===== config.mk =====
export PLATFORM = sky130hd
export DESIGN_NAME = operacion_param
export DESIGN_NICKNAME = d
export VERILOG_FILES = /design/src/rtl/operaciones_pkg.sv /design/src/rtl/divisor_restaurador.sv /design/src/rtl/operacion_param.sv
export SDC_FILE = /design/constraint.sdc
export NUM_CORES = 1
export LEC_CHECK = 0
export CAP_MARGIN = 15
export CORE_ASPECT_RATIO = 0.9
export CORE_MARGIN = 3
export CORE_UTILIZATION = 54
export CTS_BUF_LIST = sky130_fd_sc_hd__clkbuf_16
export CTS_CLUSTER_DIAMETER = 150
export DETAILED_ROUTE_END_ITERATION = 10
export GPL_TIMING_DRIVEN = 1
export PLACE_DENSITY_LB_ADDON = 0.3
export SLEW_MARGIN = 20
export SYNTH_ARGS = -nofsm -noshare
export SYNTH_HDL_FRONTEND = slang
export SYNTH_SLANG_ARGS = --single-unit
export TNS_END_PERCENT = 100

===== constraint.sdc =====
create_clock -name clock -period 2.4 [get_ports clock]
set_clock_uncertainty 0.05 [all_clocks]
set_input_delay 0.48 -clock clock [delete_from_list [all_inputs] [get_ports clock]]
set_output_delay 0.48 -clock clock [all_outputs]
set_load 0.01 [all_outputs]

===== src/rtl/operaciones_pkg.sv =====
// Shared encodings for the arithmetic block: operation select codes and
// control-state enumeration.
package operaciones_pkg;

   localparam logic [1:0] MODO_SUMA  = 2'b00;
   localparam logic [1:0] MODO_RESTA = 2'b01;
   localparam logic [1:0] MODO_MULT  = 2'b10;
   localparam logic [1:0] MODO_DIV   = 2'b11;

   typedef enum logic [1:0] {
      ESPERA  = 2'd0,
      CALCULO = 2'd1,
      ENTREGA = 2'd2
   } estado_t;

endpackage


===== src/rtl/divisor_restaurador.sv =====
// Unsigned restoring divider, one quotient bit per clock over WIDTH cycles.
// cociente/residuo show the value being produced on the edge where done is 1.
module divisor_restaurador
   import operaciones_pkg::*;
#(
   parameter int unsigned WIDTH = 8
) (
   input  logic             clock,
   input  logic             reset_n,
   input  logic             start,
   input  logic [WIDTH-1:0] dividendo,
   input  logic [WIDTH-1:0] divisor,
   output logic             busy,
   output logic             done,
   output logic [WIDTH-1:0] cociente,
   output logic [WIDTH-1:0] residuo
);

   localparam int unsigned CW = $clog2(WIDTH);

   logic [WIDTH-1:0] rem_q, rem_d;
   logic [WIDTH-1:0] quo_q, quo_d;
   logic [WIDTH-1:0] dsr_q, dsr_d;
   logic [CW-1:0]    cnt_q, cnt_d;
   logic             busy_q, busy_d;

   logic [WIDTH:0]   desplazado;
   logic [WIDTH-1:0] rem_paso;
   logic [WIDTH-1:0] quo_paso;
   logic             ultimo;

   always_comb begin
      // Partial remainder stays below the divisor, so the difference fits WIDTH bits.
      desplazado = {rem_q, quo_q[WIDTH-1]};
      if (desplazado >= {1'b0, dsr_q}) begin
         rem_paso = desplazado[WIDTH-1:0] - dsr_q;
         quo_paso = {quo_q[WIDTH-2:0], 1'b1};
      end else begin
         rem_paso = desplazado[WIDTH-1:0];
         quo_paso = {quo_q[WIDTH-2:0], 1'b0};
      end
      ultimo = busy_q && (cnt_q == CW'(WIDTH - 1));

      rem_d  = rem_q;
      quo_d  = quo_q;
      dsr_d  = dsr_q;
      cnt_d  = cnt_q;
      busy_d = busy_q;
      if (start) begin
         rem_d  = '0;
         quo_d  = dividendo;
         dsr_d  = divisor;
         cnt_d  = '0;
         busy_d = 1'b1;
      end else if (busy_q) begin
         rem_d = rem_paso;
         quo_d = quo_paso;
         cnt_d = cnt_q + CW'(1);
         if (ultimo) begin
            busy_d = 1'b0;
            cnt_d  = '0;
         end
      end
   end

   always_ff @(posedge clock or negedge reset_n) begin
      if (!reset_n) begin
         rem_q  <= '0;
         quo_q  <= '0;
         dsr_q  <= '0;
         cnt_q  <= '0;
         busy_q <= 1'b0;
      end else begin
         rem_q  <= rem_d;
         quo_q  <= quo_d;
         dsr_q  <= dsr_d;
         cnt_q  <= cnt_d;
         busy_q <= busy_d;
      end
   end

   assign busy     = busy_q;
   assign done     = ultimo;
   assign cociente = quo_paso;
   assign residuo  = rem_paso;

endmodule


===== src/rtl/operacion_param.sv =====
// Two-operand handshaked arithmetic unit: add, subtract, iterative multiply
// and restoring divide, with result held until the consumer takes it.
module operacion_param
   import operaciones_pkg::*;
#(
   parameter int unsigned WIDTH = 8
) (
   input  logic             clock,
   input  logic             reset_n,
   input  logic [WIDTH-1:0] operandoA,
   input  logic             validoA,
   output logic             ListoA,
   input  logic [WIDTH-1:0] operandoB,
   input  logic             validoB,
   output logic             ListoB,
   input  logic [1:0]       modo,
   output logic [WIDTH-1:0] salida,
   output logic [WIDTH-1:0] extra,
   output logic             error,
   output logic             ListoS,
   input  logic             tomado
);

   localparam int unsigned CW = $clog2(WIDTH);

   estado_t            estado_q, estado_d;
   logic [WIDTH-1:0]   a_q, a_d, b_q, b_d;
   logic               a_ok_q, a_ok_d, b_ok_q, b_ok_d;
   logic [1:0]         modo_q, modo_d;
   logic [2*WIDTH-1:0] prod_q, prod_d;
   logic [CW-1:0]      cnt_q, cnt_d;
   logic [WIDTH-1:0]   salida_q, salida_d, extra_q, extra_d;
   logic               error_q, error_d;

   logic               cap_a, cap_b;
   logic [WIDTH-1:0]   a_eff, b_eff;
   logic [WIDTH:0]     suma;
   logic [WIDTH:0]     mul_acum;
   logic [2*WIDTH-1:0] mul_sig;
   logic               div_start, div_busy, div_done;
   logic [WIDTH-1:0]   div_coc, div_res;

   divisor_restaurador #(.WIDTH(WIDTH)) u_div (
      .clock     (clock),
      .reset_n   (reset_n),
      .start     (div_start),
      .dividendo (a_eff),
      .divisor   (b_eff),
      .busy      (div_busy),
      .done      (div_done),
      .cociente  (div_coc),
      .residuo   (div_res)
   );

   always_comb begin
      estado_d  = estado_q;
      a_d       = a_q;
      b_d       = b_q;
      a_ok_d    = a_ok_q;
      b_ok_d    = b_ok_q;
      modo_d    = modo_q;
      prod_d    = prod_q;
      cnt_d     = cnt_q;
      salida_d  = salida_q;
      extra_d   = extra_q;
      error_d   = error_q;
      div_start = 1'b0;

      cap_a = (estado_q == ESPERA) && validoA && !a_ok_q;
      cap_b = (estado_q == ESPERA) && validoB && !b_ok_q;
      a_eff = a_ok_q ? a_q : operandoA;
      b_eff = b_ok_q ? b_q : operandoB;

      suma     = {1'b0, a_q} + {1'b0, b_q};
      // Shift-add step: add multiplicand into the high half when the low bit is set, then shift right.
      mul_acum = {1'b0, prod_q[2*WIDTH-1:WIDTH]} + {1'b0, (prod_q[0] ? a_q : {WIDTH{1'b0}})};
      mul_sig  = {mul_acum, prod_q[WIDTH-1:1]};

      unique case (estado_q)
         ESPERA: begin
            if (cap_a) begin
               a_d    = operandoA;
               a_ok_d = 1'b1;
            end
            if (cap_b) begin
               b_d    = operandoB;
               b_ok_d = 1'b1;
            end
            if ((a_ok_q || cap_a) && (b_ok_q || cap_b)) begin
               modo_d    = modo;
               cnt_d     = '0;
               prod_d    = {{WIDTH{1'b0}}, b_eff};
               div_start = (modo == MODO_DIV) && (b_eff != '0);
               estado_d  = CALCULO;
            end
         end
         CALCULO: begin
            unique case (modo_q)
               MODO_SUMA: begin
                  salida_d = suma[WIDTH-1:0];
                  extra_d  = WIDTH'(suma[WIDTH]);
                  error_d  = 1'b0;
                  estado_d = ENTREGA;
               end
               MODO_RESTA: begin
                  salida_d = a_q - b_q;
                  extra_d  = WIDTH'(a_q < b_q);
                  error_d  = 1'b0;
                  estado_d = ENTREGA;
               end
               MODO_MULT: begin
                  prod_d = mul_sig;
                  cnt_d  = cnt_q + CW'(1);
                  if (cnt_q == CW'(WIDTH - 1)) begin
                     salida_d = mul_sig[WIDTH-1:0];
                     extra_d  = mul_sig[2*WIDTH-1:WIDTH];
                     error_d  = 1'b0;
                     cnt_d    = '0;
                     estado_d = ENTREGA;
                  end
               end
               default: begin
                  if (b_q == '0) begin
                     salida_d = '1;
                     extra_d  = a_q;
                     error_d  = 1'b1;
                     estado_d = ENTREGA;
                  end else if (div_busy && div_done) begin
                     salida_d = div_coc;
                     extra_d  = div_res;
                     error_d  = 1'b0;
                     estado_d = ENTREGA;
                  end
               end
            endcase
         end
         ENTREGA: begin
            if (tomado) begin
               a_ok_d   = 1'b0;
               b_ok_d   = 1'b0;
               estado_d = ESPERA;
            end
         end
         default: estado_d = ESPERA;
      endcase
   end

   always_ff @(posedge clock or negedge reset_n) begin
      if (!reset_n) begin
         estado_q <= ESPERA;
         a_q      <= '0;
         b_q      <= '0;
         a_ok_q   <= 1'b0;
         b_ok_q   <= 1'b0;
         modo_q   <= MODO_SUMA;
         prod_q   <= '0;
         cnt_q    <= '0;
         salida_q <= '0;
         extra_q  <= '0;
         error_q  <= 1'b0;
      end else begin
         estado_q <= estado_d;
         a_q      <= a_d;
         b_q      <= b_d;
         a_ok_q   <= a_ok_d;
         b_ok_q   <= b_ok_d;
         modo_q   <= modo_d;
         prod_q   <= prod_d;
         cnt_q    <= cnt_d;
         salida_q <= salida_d;
         extra_q  <= extra_d;
         error_q  <= error_d;
      end
   end

   assign ListoA = (estado_q == ESPERA) && !a_ok_q;
   assign ListoB = (estado_q == ESPERA) && !b_ok_q;
   assign ListoS = (estado_q == ENTREGA);
   assign salida = salida_q;
   assign extra  = extra_q;
   assign error  = error_q;

endmodule

==> results.yml, run 1 <==
cells_and_area:
  drive_above_1_share_pct: 22.4
  final_cells: 904
  multi_input_area_mm2: 0.00354
  seq_area_mm2: 0.00215
  nets: 840
  areaGrowthSynthToFinish_pct: 31.1
  antenna-diode-count: 0
  nFillCells: 690
synth:
  synth_flop_cell: "dfrtp_1"
  synth_commonest_cells: "dfrtp_1, nand2_1, o21ai_0"
  async_flop_share_pct: 100
  synth.most_common_cell: "dfrtp_1"
  synthCells: 652
  synth_top_area_cell: "dfrtp_1"
  yosys_warnings: 0
  synth.net_count: 719
  ys_seq_elements: 86
  synth-seq-area-share_pct: 37.7
  syn_area_per_cell_um2: 8.76
  syn_area_mm2: 0.00571
  synth_top_area_share_pct: 37.7
  synth.distinct_cells: 60
  synth_edf_count: 0
  ys_top_cells_by_area: "dfrtp_1, ha_1, o21ai_0"
sta:
  fin_crit_sh_pct: 99.9
  hold_viol: 0
  final_max_slew_viol_count: 0
  tightest_slew_ns: 0.765
  fmax_mhz: 417
  fin_ws_ns: 0.00196
  period_needed_ns: 2.40
  rsz0062_at_grt: "true"
  whs_ns: 0.426
  setup_violations: 0
  slew_headroom_pct: 48.8
drt:
  wl_per_cell_um: 19.6
  dr_wl_met2_mm: 8.41
  num_vias: 5536
  remaining_drc_errors: 0
  dr.pass1.iters: 7
  drtIter0Drc: 599
  routed-wl-met3_mm: 1.23
  via_per_inst: 6.12
  antenna_left: 0
  routed.top_layer: "met4"
  wl_mm: 17.7
  wl_met1_mm: 7.32
clock_network:
  clkLatencyLatePin_ns: 0.34
  clk_pin_slew_worst_paths_ns: 0.07
  cts_inserted_buffers: 9
  cts_tree: "done"
  clockBufferDepth: 2
  cts_max_level: 3
  cts.sinks: 86
  cts-root-buf: "clkbuf_16"
pwr:
  leakage_nw: 3.41
  powerDensity_mw_per_mm2: 1700
  ir_worst_vdd_uv: 984
critical_path:
  path_cells: "buf_4 -> and2_1 -> ha_1 -> a211oi_2 -> nor3b_2 -> o221ai_2 -> a21oi_2 -> a31oi_2 -> o22ai_1"
  cp.arrival_ns: 2.57
  cp_slowest_stage_delay_ns: 0.45
  path_delay_family: "compound AO/OA/AOI/OAI gates"
  path_buf_inv: 1
  required_ns: 2.57
  worstSetupStartpointType: "register"
  crit_type: "register to register"
  cp_slowest_cell: "dfrtp_2"
  cp-end-kind: "register"
  rrSetupSlack_ns: 0.002
  worstPathMaxFanout: 4
placement:
  dp_hpwl_mm: 13.0
  placedCellCount: 871
  portBuffers: 42
  place_ws_ns: -0.277
  gp_congestion: 0.980
die:
  die_y_um: 104
  die_x_um: 114
  rows: 34
  fp.coreArea_mm2: 0.0100
  start_util_pct: 57.1
  boundaryPins: 43
  fp.dieArea_mm2: 0.0118
outcome:
  status: "completed"
global_route:
  grtUsageTotal_pct: 30.0
  grt_max_degree: 47
  grt-ovfl-total: 0
  antenna_found_initial: 0
  grt_pass1_wl_mm: 28.4
  first_global_vias: 5527
run:
  max_cap_violations: 0
worst_hold_path:
  holdCritPathClass: "register to register"
-- registers in the layout, summed over array words and instances, names as in the netlist --
name         flops
a_ok_q           1
a_q              8
b_ok_q           1
b_q              8
cnt_q            3
error            1
estado_q         2
extra            8
modo_q           2
prod_q          16
salida           8
u_div.busy       1
u_div.cnt_q      3
u_div.dsr_q      8
u_div.quo_q      8
u_div.rem_q      8
-- cell usage in the layout, fill, tap and decap left out, drive strengths merged, types with 8 or more instances in the layout --
master and n:
ha 40, mux2i 22, o21ai 63, nand2 72
mux2 9, nor2 51, xnor2 8, clkbuf 9
clkdlybuf4s50 41, o31ai 8, nor2b 13, and2 13
a21oi 46, inv 36, buf 97, nor3 9
dfrtp 86, nand3 11, nand2b 12, a211oi 21
-- stage by stage --
stage	TNS, ns	cell area, µm²	util [%]	total power [W]
floorplan	0	5710	-	0.00748
global placement	-14.20	6800	68.0	0.0101
detailed placement	-5.80	6820	68.2	0.0104
CTS	-0.0414	7210	72.1	0.0121
global route	-0.365	7480	74.9	0.0136
finish	0	7480	74.9	0.0127
-- worst reg2reg max path, cell delays in order, from the launching register on --
cell      delay (ns)
dfrtp_2         0.45
buf_4           0.17
and2_1          0.16
ha_1            0.32
a211oi_2        0.29
nor3b_2         0.10
o221ai_2        0.28
a21oi_2         0.14
a31oi_2         0.21
o22ai_1         0.11
-- logic make-up (layout without fill, tap and decap cells) --
group	Yosys count	after routing	synth area share [%]
AND/OR/NAND/NOR	214	214	18.2
flip-flops	86	86	37.7
AO/OA/AOI/OAI	200	200	22.0
XOR/XNOR	12	12	1.84
adder cells (fa/ha/maj)	44	44	10.2
multiplexers	31	31	5.63
buffers and inverters	65	191	4.49
-- final timing paths --
path | startpoint | to | depth (start not counted)
hold / removal | salida[3] | salida[3] | 2
setup reg to reg | a_q[2] | extra[7] | 9
hold reg to reg | salida[3] | salida[3] | 2
min in group asynchronous | reset_n | cnt_q[0] | 2
max in group asynchronous | reset_n | u_div.rem_q[2] | 3
setup / recovery | a_q[2] | extra[7] | 9
-- layout make-up --
class,count,share of cell area [%]
inverter,36,1.81
clock buffer,9,3.01
timing repair buffer,139,15.9
multi-input combinational,501,47.4
sequential,86,28.8
clock inverter,7,0.986
tap,126,2.11
-- per-layer routing --
metal / up-vias / track usage, %
met5: - / 0
met3: 66 / 5.95
met1: 2651 / 39.6
met2: 242 / 47.8
li1: 2577 / -
met4: 0 / 12.6
-- repair_timing --
action / CTS / global route
hold buffers: 1 / 0
endpoints found under the setup margin: 11 / 27
pin swaps: 6 / 16
buffers inserted: 4 / 12
resized for setup: 13 / 44
endpoints found under the hold margin: 20 / 0
-- power breakdown --
group          internal (W)  switching [W]  leakage (nW)
sequential          0.00217       0.000641          1.04
clock              0.000812       0.000627         0.147
combinational       0.00388        0.00458          2.21
Note: power is estimated with default switching activity, not from simulation.
==> inputs of run 2 (changes only) <==
--- a/config.mk
+++ b/config.mk
@@ -9,7 +9,6 @@
 export CORE_ASPECT_RATIO = 0.9
 export CORE_MARGIN = 3
 export CORE_UTILIZATION = 54
-export CTS_BUF_LIST = sky130_fd_sc_hd__clkbuf_16
 export CTS_CLUSTER_DIAMETER = 150
 export DETAILED_ROUTE_END_ITERATION = 10
 export GPL_TIMING_DRIVEN = 1
==> results.yml, run 2 (same netlist as run 1, synthesis figures left out) <==
outcome:
  status: "complete, but fails checks"
  violations: "negative setup slack"
cells_and_area:
  final_common_cell: "buf_4"
  antenna-diode-count: 0
  final_util_pct: 75.0
  regMostFlops: "prod_q"
  areaGrowthSynthToFinish_pct: 31.4
  largest_register_ffs: 16
  drive_above_1_share_pct: 22.4
  nets: 839
  finalInstanceArea_mm2: 0.00750
  most-common-layout-cells: "buf_4, dfrtp_1, nand2_1"
critical_path:
  cp-end-kind: "register"
  worstPathMaxFanout: 4
  required_ns: 2.57
  crit_type: "register to register"
  cp.arrival_ns: 2.59
  worstSetupStartpointType: "register"
sta:
  fin_ws_ns: -0.0266
  setup_violations: 1
  tightest_slew_ns: 0.762
  fmax_mhz: 412
  final_max_slew_viol_count: 0
  period_needed_ns: 2.43
  slew_headroom_pct: 49.0
  hold_viol: 0
  fin_crit_sh_pct: 101
  whs_ns: 0.428
  rsz0062_at_grt: "true"
  fin_setup_tns_ns: -0.0266
drt:
  via_per_inst: 6.14
  num_vias: 5547
  remaining_drc_errors: 0
  wl_per_cell_um: 19.7
  dr.pass1.iters: 5
  drtIter0Drc: 561
  antenna_left: 0
  wl_mm: 17.8
global_route:
  grt-ovfl-total: 0
  grt_use_met1_pct: 39.8
  grt_pass1_wl_mm: 28.5
  antenna_found_initial: 0
  grtUsageMet2_pct: 47.8
  grtUsageTotal_pct: 30.0
  grt_use_met3_pct: 5.95
  first_global_vias: 5532
  top_usage_layer: "met2"
  grt_max_degree: 47
clock_network:
  clkLatencyLatePin_ns: 0.34
  cts_max_level: 3
  clk_pin_slew_worst_paths_ns: 0.07
  clockBufferDepth: 2
  cts-root-buf: "clkbuf_16"
  cts_inserted_buffers: 9
  cts_tree: "done"
  cts.sinks: 86
placement:
  gp_congestion: 0.980
  place_area_mm2: 0.00682
  portBuffers: 42
  dp_hpwl_mm: 13.0
die:
  rows: 34
  start_util_pct: 57.1
  fp.dieArea_mm2: 0.0118
  fp.coreArea_mm2: 0.0100
  die_x_um: 114
  boundaryPins: 43
  die_y_um: 104
worst_hold_path:
  holdCritPathClass: "register to register"
pwr:
  ir_worst_vdd_uv: 988
  leakage_nw: 3.41
  powerDensity_mw_per_mm2: 1700
  p_total_w: 0.0127
run:
  max_cap_violations: 0
==> run 2: cell type report <==
cell class              instances  area [µm²]
clock buffers                  10         239
inverters                      36         135
repair buffers                138        1190
fillers                       691        2490
clock inverters                 6        70.1
flip-flops and latches         86        2150
well taps                     126         158
multi-input cells             501        3560
==> run 2: critical path, stage by stage (launching register included) <==
cell and delay, ns:
dfrtp_2 0.44, and2_4 0.18, ha_4 0.16, fa_2 0.37
a211oi_2 0.25, nor3b_2 0.10, o221ai_2 0.30, a21oi_2 0.14
a31oi_2 0.21, o22ai_1 0.11
==> run 2: what timing repair did <==
action / CTS / global route
endpoints found under the setup margin: 11 / 27
hold buffers: 1 / 0
pin swaps: 6 / 19
buffers inserted: 4 / 11
hold endpoints to repair: 20 / 0
resized for setup: 13 / 44
==> run 2: per-stage QoR <==
step           instances  worst slack (ns)
6_report             903           -0.0266
5_1_grt              903            -0.105
4_1_cts              892           -0.0252
3_5_place_dp         871            -0.277
3_3_place_gp         870            -0.552
2_1_floorplan        652             0.102
==> run 2: path summary, 6_finish.rpt <==
kind                           start              to  slack [ns]  cells past startpoint
setup / recovery              a_q[0]        extra[7]       -0.03                      9
hold / removal             salida[3]       salida[3]        0.43                      2
setup reg to reg              a_q[0]        extra[7]       -0.03                      9
hold reg to reg            salida[3]       salida[3]        0.43                      2
max in group asynchronous    reset_n  u_div.rem_q[2]        1.19                      3
min in group asynchronous    reset_n        cnt_q[1]        0.52                      2
==> run 2: report_power, final <==
| group | total (W) | internal [W] | switching [W] |
|---|---|---|---|
| sequential | 0.00282 | 0.00217 | 0.000652 |
| clock | 0.00147 | 0.000844 | 0.000624 |
| combinational | 0.00846 | 0.00388 | 0.00458 |
| total | 0.0127 | 0.00689 | 0.00586 |
==> run 2: routing by layer <==
| layer | up-vias | wire, µm |
|---|---|---|
| met2 | 245 | 8550 |
| met5 | - | 0 |
| met4 | 0 | 745 |
| li1 | 2568 | - |
| met3 | 65 | 1160 |
| met1 | 2669 | 7360 |
==> inputs of run 3 (changes only) <==
--- a/config.mk
+++ b/config.mk
@@ -8,7 +8,7 @@
 export CAP_MARGIN = 15
 export CORE_ASPECT_RATIO = 0.9
 export CORE_MARGIN = 3
-export CORE_UTILIZATION = 54
+export CORE_UTILIZATION = 49
 export CTS_CLUSTER_DIAMETER = 150
 export DETAILED_ROUTE_END_ITERATION = 10
 export GPL_TIMING_DRIVEN = 1
@@ -17,4 +17,3 @@
 export SYNTH_ARGS = -nofsm -noshare
 export SYNTH_HDL_FRONTEND = slang
 export SYNTH_SLANG_ARGS = --single-unit
-export TNS_END_PERCENT = 100
==> results.yml, run 3 (same netlist as run 1, synthesis figures left out) <==
die:
  die_x_um: 120
  boundaryPins: 43
  start_util_pct: 51.5
  rows: 36
  die_y_um: 108
  fp.coreArea_mm2: 0.0111
  fp.dieArea_mm2: 0.0130
outcome:
  status: "completed"
cells_and_area:
  multi_input_area_mm2: 0.00361
  nets: 845
  drive_above_1_share_pct: 23.1
  largest_register_ffs: 16
  nFillCells: 894
  seq_area_mm2: 0.00216
  final_common_cell: "buf_4"
  areaGrowthSynthToFinish_pct: 33.4
  finalInstanceArea_mm2: 0.00762
  regMostFlops: "prod_q"
  final_util_pct: 68.7
  most-common-layout-cells: "buf_4, dfrtp_1, nand2_1"
  antenna-diode-count: 0
placement:
  place_area_mm2: 0.00692
  dp_hpwl_mm: 13.0
  gp_congestion: 0.916
  portBuffers: 42
global_route:
  antenna_found_initial: 1
  grt-ovfl-total: 0
  grtUsageTotal_pct: 27.8
  grt_max_degree: 51
  grt_pass1_wl_mm: 28.2
  first_global_vias: 5386
drt:
  num_vias: 5553
  antenna_left: 0
  dr.pass1.iters: 6
  via_per_inst: 5.95
  remaining_drc_errors: 0
  drtIter0Drc: 494
  wl_per_cell_um: 19.3
  wl_mm: 18.0
critical_path:
  cp.arrival_ns: 2.59
  cp-end-kind: "register"
  crit_type: "register to register"
  worstSetupStartpointType: "register"
  r2r_end: "prod_q[13]"
  required_ns: 2.62
  reg2regPathDepth: 9
  rrSetupSlack_ns: 0.02
  worstPathMaxFanout: 4
  r2r_start: "a_q[0]"
sta:
  fin_setup_tns_ns: 0
  rsz0062_at_grt: "true"
  final_max_slew_viol_count: 0
  hold_viol: 0
  tightest_slew_ns: 0.858
  fin_crit_sh_pct: 99.1
  setup_violations: 0
  slew_headroom_pct: 42.6
  fmax_mhz: 421
  period_needed_ns: 2.38
clock_network:
  cts.sinks: 86
  cts_tree: "done"
  cts-root-buf: "clkbuf_16"
  cts_max_level: 3
  cts_inserted_buffers: 9
  clkLatencyLatePin_ns: 0.35
  clockBufferDepth: 2
  holdBufCountCts: 0
  clk_pin_slew_worst_paths_ns: 0.07
pwr:
  clkPwrFrac_pct: 11.0
  p_switching_w: 0.00592
  ir_worst_vdd_uv: 888
  powerDensity_mw_per_mm2: 1710
  switching_share_pct: 45.4
  p_total_w: 0.0131
  power_frac_seq_pct: 21.9
  combPwrFrac_pct: 67.1
  leakage_nw: 3.45
  power.internal_w: 0.00713
run:
  max_cap_violations: 0
worst_hold_path:
  holdCritPathClass: "input port to asynchronous set/reset pin"
==> run 3: routing by layer <==
| layer | part of all wire, % | GRT usage, % |
|---|---|---|
| met1 | 41 | 36.0 |
| met2 | 49 | 46.3 |
| met3 | 6.9 | 5.70 |
| met4 | 3.2 | 10.8 |
| met5 | 0.072 | 0 |
==> run 3: stage by stage <==
stage                     setup slack (ns)  hold WS, ns  instances
after global placement              -0.458        0.416        908
after floorplan                      0.102        0.134        652
final                               0.0226       0.0581        934
after global routing                -0.102       0.0972        934
after CTS                          -0.0977       0.0684        928
after detailed placement            -0.512        0.415        908
==> run 3: power by group through the flow <==
stage | Clock (W) | Combinational, W | Sequential, W
2_1_floorplan | 0 | 0.00479 | 0.00269
6_report | 0.00144 | 0.00876 | 0.00286
4_1_cts | 0.00146 | 0.00816 | 0.00279
3_3_place_gp | 0 | 0.00765 | 0.00276
3_5_place_dp | 0 | 0.00784 | 0.00280
5_1_grt | 0.00151 | 0.00959 | 0.00293
==> run 3: worst max path at each step <==
| stage | start | to | slack (ns) | depth (start not counted) |
|---|---|---|---|---|
| finish | a_q[0] | prod_q[13] | 0.02 | 9 |
| global route | a_q[0] | extra[0] | -0.10 | 10 |
| CTS | a_q[0] | extra[0] | -0.1 | 10 |
| detailed placement | validoB | u_div.dsr_q[0] | -0.51 | 8 |
| global placement | validoB | u_div.dsr_q[1] | -0.46 | 8 |
| floorplan | a_q[0] | extra[5] | 0.10 | 8 |
==> run 3: timing repair <==
action | 4_1_cts | 5_1_grt
pin swaps | 21 | 20
endpoints found under the setup margin | 33 | 32
setup buffers | 4 | 6
resized for setup | 24 | 39
cloned | 1 | 0
==> run 3: critical path, cell delays in order, from the launching register on <==
cell and delay (ns):
dfrtp_2 0.44, and2_4 0.16, ha_4 0.15, fa_2 0.37, a211oi_4 0.29, nor3b_4 0.09
o221ai_2 0.25, o311ai_2 0.17, buf_4 0.17, o22ai_4 0.15
==> run 3: layout make-up <==
cell class	count	share of cell area, %
inverters	36	1.77
multi-input cells	502	47.4
repair buffers	143	16.1
clock inverters	5	0.788
flip-flops and latches	86	28.3
well taps	152	2.50
clock buffers	10	3.14
